===== src/rtl/conv_frame_seq.sv =====
// Frame-level slot scheduler for the KxK streaming convolution datapath: gates real pixel
// pushes, injects pad slots to flush the window, and produces the output-side markers.
module conv_frame_seq #(
  parameter int unsigned K          = 5,
  parameter int unsigned WIDTH_MAX  = 1920,
  parameter int unsigned HEIGHT_MAX = 1080,
  parameter int unsigned CW         = $clog2(WIDTH_MAX + 1),
  parameter int unsigned CH         = $clog2(HEIGHT_MAX + 1)
) (
  input  logic          clk,
  input  logic          rst,
  input  logic [CW-1:0] cfg_width_i,
  input  logic [CH-1:0] cfg_height_i,
  input  logic          s_tvalid_i,
  input  logic          s_tuser_i,
  input  logic          s_tlast_i,
  output logic          s_tready_o,
  output logic          step_o,
  output logic          inject_o,
  output logic [CH-1:0] out_row_o,
  output logic [CW-1:0] out_col_o,
  input  logic          m_tready_i,
  output logic          m_tvalid_o,
  output logic          m_tuser_o,
  output logic          m_tlast_o,
  output logic          busy_o,
  output logic          err_sof_o,
  output logic          err_eol_o
);

  localparam int unsigned HK = K / 2;
  localparam int unsigned NW = CW + CH + 1;

  localparam logic [1:0] StIdle  = 2'd0;
  localparam logic [1:0] StFill  = 2'd1;
  localparam logic [1:0] StRun   = 2'd2;
  localparam logic [1:0] StFlush = 2'd3;

  logic [1:0]    state_q, state_d;
  logic [CW-1:0] w_q;
  logic [NW-1:0] n_q, p_q, slot_q;
  logic [CW-1:0] in_col_q;
  logic [CH-1:0] out_row_q;
  logic [CW-1:0] out_col_q;
  logic          m_tvalid_q, err_sof_q, err_eol_q;

  logic          stall, in_open, real_acc, sof_start, step, inject, emit;
  logic          sof_bad, eol_bad;
  logic [CW-1:0] eff_w, cur_col, in_col_next;
  logic [NW-1:0] n_new, p_new;

  always_comb begin
    stall     = m_tvalid_q & ~m_tready_i;
    in_open   = (state_q == StIdle) |
                (((state_q == StFill) | (state_q == StRun)) & (slot_q < n_q));
    s_tready_o = ~stall & in_open;
    real_acc  = s_tvalid_i & s_tready_o;
    sof_start = real_acc & s_tuser_i & (state_q == StIdle);
    inject    = (state_q == StFlush) & ~stall;
    // A non-SOF pixel in IDLE is swallowed without advancing the datapath.
    step      = inject | (real_acc & ((state_q != StIdle) | s_tuser_i));
    emit      = step & ((state_q == StRun) | (state_q == StFlush));

    n_new = NW'(cfg_width_i) * NW'(cfg_height_i);
    p_new = NW'(HK) * NW'(cfg_width_i) + NW'(HK);

    // The SOF pixel is checked against the width being latched with it.
    eff_w       = (state_q == StIdle) ? cfg_width_i : w_q;
    cur_col     = (state_q == StIdle) ? '0 : in_col_q;
    in_col_next = (cur_col == eff_w - CW'(1)) ? '0 : cur_col + CW'(1);

    sof_bad = real_acc & ((state_q == StIdle) ? ~s_tuser_i : s_tuser_i);
    eol_bad = step & ~inject & (s_tlast_i != (cur_col == eff_w - CW'(1)));

    state_d = state_q;
    unique case (state_q)
      StIdle:  if (sof_start) state_d = (p_new <= NW'(1)) ? StRun : StFill;
      StFill:  if (step && slot_q == p_q - NW'(1)) state_d = StRun;
      StRun:   if (step && slot_q == n_q - NW'(1)) state_d = StFlush;
      StFlush: if (step && slot_q == n_q + p_q - NW'(1)) state_d = StIdle;
      default: state_d = StIdle;
    endcase
  end

  always_ff @(posedge clk) begin
    if (rst) begin
      state_q    <= StIdle;
      w_q        <= '0;
      n_q        <= '0;
      p_q        <= '0;
      slot_q     <= '0;
      in_col_q   <= '0;
      out_row_q  <= '0;
      out_col_q  <= '0;
      m_tvalid_q <= 1'b0;
      err_sof_q  <= 1'b0;
      err_eol_q  <= 1'b0;
    end else begin
      state_q   <= state_d;
      err_sof_q <= sof_bad;
      err_eol_q <= eol_bad;

      if (sof_start) begin
        w_q      <= cfg_width_i;
        n_q      <= n_new;
        p_q      <= p_new;
        slot_q   <= NW'(1);
        in_col_q <= in_col_next;
      end else if (step) begin
        slot_q <= slot_q + NW'(1);
        if (!inject) in_col_q <= in_col_next;
      end

      if (emit) begin
        m_tvalid_q <= 1'b1;
        if (slot_q == p_q) begin
          out_row_q <= '0;
          out_col_q <= '0;
        end else if (out_col_q == w_q - CW'(1)) begin
          out_row_q <= out_row_q + CH'(1);
          out_col_q <= '0;
        end else begin
          out_col_q <= out_col_q + CW'(1);
        end
      end else if (m_tready_i) begin
        m_tvalid_q <= 1'b0;
      end
    end
  end

  assign step_o     = step;
  assign inject_o   = inject;
  assign out_row_o  = out_row_q;
  assign out_col_o  = out_col_q;
  assign m_tvalid_o = m_tvalid_q;
  assign m_tuser_o  = m_tvalid_q & (out_row_q == '0) & (out_col_q == '0);
  assign m_tlast_o  = m_tvalid_q & (out_col_q == w_q - CW'(1));
  assign busy_o     = (state_q != StIdle);
  assign err_sof_o  = err_sof_q;
  assign err_eol_o  = err_eol_q;

endmodule


===== config.mk =====
export PLATFORM = sky130hd
export DESIGN_NAME = conv_frame_seq
export DESIGN_NICKNAME = d
export VERILOG_FILES = /design/src/rtl/conv_frame_seq.sv
export SDC_FILE = /design/constraint.sdc
export NUM_CORES = 1
export LEC_CHECK = 0
export BUFFER_PORTS_ARGS = -buffer_cell sky130_fd_sc_hd__buf_2
export CORE_MARGIN = 2
export CORE_UTILIZATION = 58
export CTS_BUF_LIST = sky130_fd_sc_hd__clkbuf_8 sky130_fd_sc_hd__clkbuf_16
export DETAILED_ROUTE_END_ITERATION = 12
export PLACE_DENSITY = 0.8
export SLEW_MARGIN = 40
export SYNTH_ARGS = -nofsm -noshare
export SYNTH_HDL_FRONTEND = slang
export SYNTH_SLANG_ARGS = --single-unit

===== constraint.sdc =====
create_clock -name clk -period 5.9 [get_ports clk]
set_input_delay 0.59 -clock clk [delete_from_list [all_inputs] [get_ports clk]]
set_output_delay 0.59 -clock clk [all_outputs]
set_load 0.01 [all_outputs]

# After elaboration in Yosys (flattened, before gate mapping)
# Cells that the tools add are included.
[classes] bitwise=24 eq_ne=15 n_reduce_logical=14 n_mux=21 magnitude_cmp=2 add_sub_neg=11 mul=1
[op_table] cell="$mux 11" count=10
[op_table] cell="$eq 23x23->1" count=4
[op_table] cell="$sub 23x1->23 const B" count=2
[op_table] cell="$add 11x1->11 const B" count=3
[op_table] cell="$add 22x23->23" count=1
[op_table] cell="$add 23x1->23 const B" count=1
[op_table] cell="$lt 23x22->1" count=1
[op_table] cell="$sub 22x1->23 const B" count=1
[op_table] cell="$eq 11x11->1" count=2
[op_table] cell="$logic_not 11->1" count=2
[op_table] cell="$mul 11x11->22" count=1
[op_table] cell="$sub 11x1->11 const B" count=2
[op_table] cell="$and 1x1->1" count=15
[op_table] cell="$add 12x2->13 const B" count=1
[op_table] cell="$le 13x1->1 const B" count=1
[op_table] cell="$mux 2" count=5
[op_table] cell="$ne 2x1->1 const B" count=4
[op_table] cell="$pmux 2 s4" count=1
[op_table] cell="$reduce_bool 2->1" count=4
[op_table] cell="$mux 1" count=5
[op_table] cell="$or 1x1->1" count=5
[op_table] cell="$eq 2x2->1 const B" count=2
[op_table] cell="$not 1->1" count=4
[op_table] cell="$reduce_and 2->1" count=2
[op_table] cell="other kinds (7)" count=9
[word_totals] inputBits=28 out_inout_bits=31 register_bits=117

# Longest topological paths before layout
[depth] ltp_word=11 ltp_mapped=23 ltp_nobuf=21

# Least setup slack after synthesis
# No wires, ideal clock.
[synth_timing] kind="input-to-reg" startpoint="input cfg_width_i[2]" endpoint="register n_q[21]" setup_time_ps=119 t_arrival_ps=5602 n_path_buf=2 setup_slack_ps=180 t_required_ps=5781 stages=19 cell_sequence="clkbuf_1 clkbuf_1 and2_1 fa_1 fa_1 fa_1 fa_1 inv_1 fa_1 inv_1 ha_1 and3_1 a21oi_1 o21ai_0 o41a_1 a31oi_1 o21ai_0 xnor2_1 o2bb2ai_1"
[synth_between] elab_chain_len=1
[synth_rtl] element="start: declaration" line_no="12" source="input logic [CW-1:0] cfg_width_i,"
[synth_rtl] element="$mul 11x11->22" line_no="64" source="n_new = NW'(cfg_width_i) * NW'(cfg_height_i);"
[synth_rtl] element="end signal: assignment" line_no="105" source="n_q <= n_new;"
[synth_rtl] element="end: declaration" line_no="41" source="logic [NW-1:0] n_q, p_q, slot_q;"
# No other way between the ends.
# A chain may end at the register's enable or synchronous reset.

# Final worst setup path
[layout_timing] startpoint="input cfg_height_i[4]" endpoint="register n_q[21]"
[layout_between] elab_chain_len=1
[layout_rtl] element="start: declaration" line_no="13" source="input logic [CH-1:0] cfg_height_i,"
[layout_rtl] element="$mul 11x11->22" line_no="64"
# No other way between the ends.

==> impl_results.rst <==
.. list-table::
   :header-rows: 1

   * - Metric
     - Value
   * - Worst Reg-to-Reg Cells
     - 15
   * - Total overflow reported by the global router
     - 0
   * - Global placer's final weighted congestion
     - 0.923
   * - Remaining routing DRC violations
     - 0
   * - Final wirelength
     - 34.6 mm
   * - Number of non-filler instances in the completed layout
     - 1,984
   * - Initial core utilization
     - 0.589
   * - Antenna violation net count after detailed routing
     - 0
   * - Number of register bits inferred by synthesis
     - 106
   * - Most common cell after layout, fill and taps aside
     - sky130_fd_sc_hd__inv_1
   * - Final Net Count
     - 1,947
   * - Flip-flop and latch area
     - 2120 um^2
   * - First-pass GRT wire length
     - 56.7 mm
   * - Yosys synthesis warning count
     - 0
   * - Count of port buffers added during placement
     - 58
   * - Final setup violation count
     - 0
   * - Critical path endpoint
     - n_q[21]$_SDFFE_PP0P_
   * - Layout Skew
     - 0.0166 ns
   * - Worst reg2reg endpoint
     - state_q[1]$_SDFFE_PP0P_
   * - Critical path required time
     - 6.13 ns
   * - Class of the tightest hold or removal check
     - reg2reg
   * - Boundary pin count
     - 59
   * - Total Die Area
     - 24,200 um^2
   * - Fraction of layout instances using a drive strength above 1
     - 0.0736
   * - Final hold violation count
     - 0
   * - H-tree lvl count
     - 3
   * - Average instance area after synthesis
     - 7.82 um^2
   * - Asr flop ratio synth
     - 0
   * - Max Clk Rate
     - 0.186 GHz
   * - Yosys top cell area share
     - 0.159
   * - GRT Overall Usage
     - 0.287
   * - Number of inserted filler cells in the final layout
     - 1,995
   * - Number of global-route vias before repair
     - 11.4k
   * - Setup repair after global routing missed its margin
     - false
   * - Synth area leader
     - sky130_fd_sc_hd__dfxtp_1
   * - Leakage power
     - 6.35 nW
   * - Post-synthesis instance area
     - 13,300 um^2
   * - Post-DR vias/cell
     - 5.99
   * - Chip Width
     - 156 um
   * - Number of sinks on the clock net
     - 106
   * - Maximum number of buffers from clock root to sink
     - 2
   * - First element of the critical path
     - cfg_height_i[4]
   * - Detailed-router iteration count before antenna repair
     - 5
   * - Row Count
     - 55
   * - Routed wire per std cell
     - 17.5 um
   * - Result of the run
     - complete, no violations
   * - Count of distinct cell types in the synthesized netlist
     - 77
   * - DRC violation total after the first TritonRoute iteration
     - 984
   * - Primary FF master, synth
     - sky130_fd_sc_hd__dfxtp_1
   * - Endpoint type of the worst setup path
     - flip-flop
   * - Net count of the mapped netlist
     - 1,957
   * - Max_slew headroom
     - 0.497
   * - Number of enable flip-flop cells after synthesis
     - 0
   * - Combined area of the multi-input logic cells
     - 10,200 um^2
   * - Height of the chip
     - 156 um
   * - CTS Buf Count
     - 9
   * - Largest net degree at the start of global routing
     - 68
   * - Total negative setup slack
     - 0 ns
   * - Biggest area contributors in the synthesized netlist
     - sky130_fd_sc_hd__dfxtp_1, sky130_fd_sc_hd__ha_1, sky130_fd_sc_hd__fa_1
   * - Diodes inserted
     - 0
   * - RR Startpoint
     - n_q[1]$_SDFFE_PP0P_
   * - Placed cell count
     - 1,969
   * - Power density cells
     - 417 nW/um^2
   * - Period utilisation layout
     - 0.914
   * - CTS clock-pin slew for the worst setup and hold paths
     - 0.07 ns
   * - Syn-to-layout area delta
     - 5.49%
   * - Transition time at the pin with the least slew margin
     - 0.748 ns
   * - Hold path cells
     - 2
   * - Via count
     - 11.9k
   * - Max-slew violations
     - 0
   * - Number of buffers added to fix hold violations after cts
     - 0
   * - Synth Instances
     - 1,705
   * - Initial antenna violation count
     - 0
   * - Type of the worst setup path
     - in2reg
   * - Sequential-to-total area share from yosys stat
     - 0.159
   * - Clock tree from TritonCTS
     - done
   * - Final Critical Period
     - 5.39 ns
   * - Core area
     - 22,600 um^2
   * - Largest fanout of any net on the critical path
     - 11
   * - Resized cells post-CTS
     - 0
   * - Most frequent cells in the layout
     - sky130_fd_sc_hd__inv_1, sky130_fd_sc_hd__nand2_1, sky130_fd_sc_hd__ha_1
   * - CTS Root Cell
     - sky130_fd_sc_hd__clkbuf_16
   * - Post-CTS Setup Repair Bufs
     - 0
   * - Startpoint class of the critical path
     - primary input
   * - Maximum vdd drop
     - 0.195 mV
   * - Critical path data arrival time
     - 5.62 ns
   * - Reg-to-reg slack, setup
     - 1.30 ns
   * - Final HPWL DP
     - 27.3 mm
   * - Clock Latency Late Sink
     - 0.37 ns
   * - Max Cap Viol
     - 0
-- where the power goes --
part	switching [mW]	internal, mW
combinational	2.44	1.85
sequential	0.146	0.796
clock	0.282	0.350
-- cells by family after synthesis --
kind of cell    synth area share
compound gates             0.132
xor+xnor                   0.111
buf+inv                   0.0792
fa+ha+maj                  0.256
flops                      0.159
mux                       0.0144
simple gates               0.249
-- how the worst min path moves through the flow --
stage / start / to / slack [ns]
floorplan: in_col_q[1]$_SDFFE_PP0P_ / in_col_q[1]$_SDFFE_PP0P_ / 0.45
global placement: in_col_q[1]$_SDFFE_PP0P_ / in_col_q[1]$_SDFFE_PP0P_ / 0.47
detailed placement: in_col_q[1]$_SDFFE_PP0P_ / in_col_q[1]$_SDFFE_PP0P_ / 0.47
CTS: in_col_q[1]$_SDFFE_PP0P_ / in_col_q[1]$_SDFFE_PP0P_ / 0.49
global route: in_col_q[1]$_SDFFE_PP0P_ / in_col_q[1]$_SDFFE_PP0P_ / 0.52
finish: in_col_q[1]$_SDFFE_PP0P_ / in_col_q[1]$_SDFFE_PP0P_ / 0.48
-- layer usage --
layer / share of wire / global-route usage / up-vias
met4: 0.029 / 0.0961 / 0
met5: 0 / 0 / -
met1: 0.45 / 0.388 / 5673
met2: 0.47 / 0.478 / 407
met3: 0.060 / 0.0344 / 83
li1: - / - / 5714
-- synth_stat cells, types with 6 or more instances --
master                        n
sky130_fd_sc_hd__a211oi_1    19
sky130_fd_sc_hd__nor2b_1     24
sky130_fd_sc_hd__mux2i_1     17
sky130_fd_sc_hd__inv_1      185
sky130_fd_sc_hd__nor4_1      19
sky130_fd_sc_hd__or2_2        7
sky130_fd_sc_hd__a21o_1      18
sky130_fd_sc_hd__fa_1        81
sky130_fd_sc_hd__nor2_1     127
sky130_fd_sc_hd__or3b_2       7
sky130_fd_sc_hd__nand2_1    170
sky130_fd_sc_hd__o21a_1       6
sky130_fd_sc_hd__nor3b_1     12
sky130_fd_sc_hd__o31ai_1     10
sky130_fd_sc_hd__a31oi_1      9
sky130_fd_sc_hd__a2111oi_0    6
sky130_fd_sc_hd__or4_1        9
sky130_fd_sc_hd__ha_1       143
sky130_fd_sc_hd__nand4_1     25
sky130_fd_sc_hd__clkbuf_1    92
sky130_fd_sc_hd__and2_1      74
sky130_fd_sc_hd__or3_1       12
sky130_fd_sc_hd__nand3_1     42
sky130_fd_sc_hd__xor2_1      68
sky130_fd_sc_hd__nor3_1      38
sky130_fd_sc_hd__xnor2_1     98
sky130_fd_sc_hd__nand2b_1    14
sky130_fd_sc_hd__o21ai_0     57
sky130_fd_sc_hd__and3_1      29
sky130_fd_sc_hd__dfxtp_1    106
sky130_fd_sc_hd__a21oi_1     85
-- stage by stage --
step            util  hold WS [ns]  total power, mW  instance area, um^2  worst slack (ns)
2_1_floorplan      -         0.449             4.30                13300             0.180
3_3_place_gp   0.607         0.468             5.07                13800             0.216
3_5_place_dp   0.608         0.471             5.17                13800             0.139
4_1_cts        0.621         0.488             5.83                14100             0.516
5_1_grt        0.621         0.524             6.41                14100             0.210
6_report       0.621         0.481             5.87                14100             0.510
-- critical path, cell delays in order --
cell and delay, ns:
sky130_fd_sc_hd__buf_2 0.22, sky130_fd_sc_hd__nand2_1 0.12, sky130_fd_sc_hd__fa_1 0.51, sky130_fd_sc_hd__fa_1 0.52, sky130_fd_sc_hd__inv_1 0.04, sky130_fd_sc_hd__ha_1 0.30, sky130_fd_sc_hd__fa_1 0.54, sky130_fd_sc_hd__inv_1 0.05
sky130_fd_sc_hd__fa_1 0.53, sky130_fd_sc_hd__inv_1 0.04, sky130_fd_sc_hd__ha_1 0.34, sky130_fd_sc_hd__a21boi_0 0.18, sky130_fd_sc_hd__o41ai_1 0.38, sky130_fd_sc_hd__o21ai_0 0.19, sky130_fd_sc_hd__o41a_1 0.39, sky130_fd_sc_hd__a31oi_1 0.26
sky130_fd_sc_hd__o21ai_0 0.15, sky130_fd_sc_hd__xnor2_1 0.14, sky130_fd_sc_hd__o2bb2ai_1 0.12
-- sequential cells by signal, summed over array words and instances, names as in the netlist --
register,cells
p_q,12
n_q,22
m_tvalid_o,1
out_row_o,11
in_col_q,11
state_q,2
err_sof_o,1
out_col_o,11
w_q,11
err_eol_o,1
slot_q,23
-- final cells by class --
| cell class | instances | share of cell area |
|---|---|---|
| Clock inverter | 4 | 0.00365 |
| Sequential cell | 106 | 0.151 |
| Clock buffer | 11 | 0.0180 |
| Inverter | 186 | 0.0496 |
| Timing Repair Buffer | 74 | 0.0292 |
| Tap cell | 285 | 0.0253 |
| Multi-Input combinational cell | 1318 | 0.723 |
No activity file was read; power rests on OpenSTA's default activity.
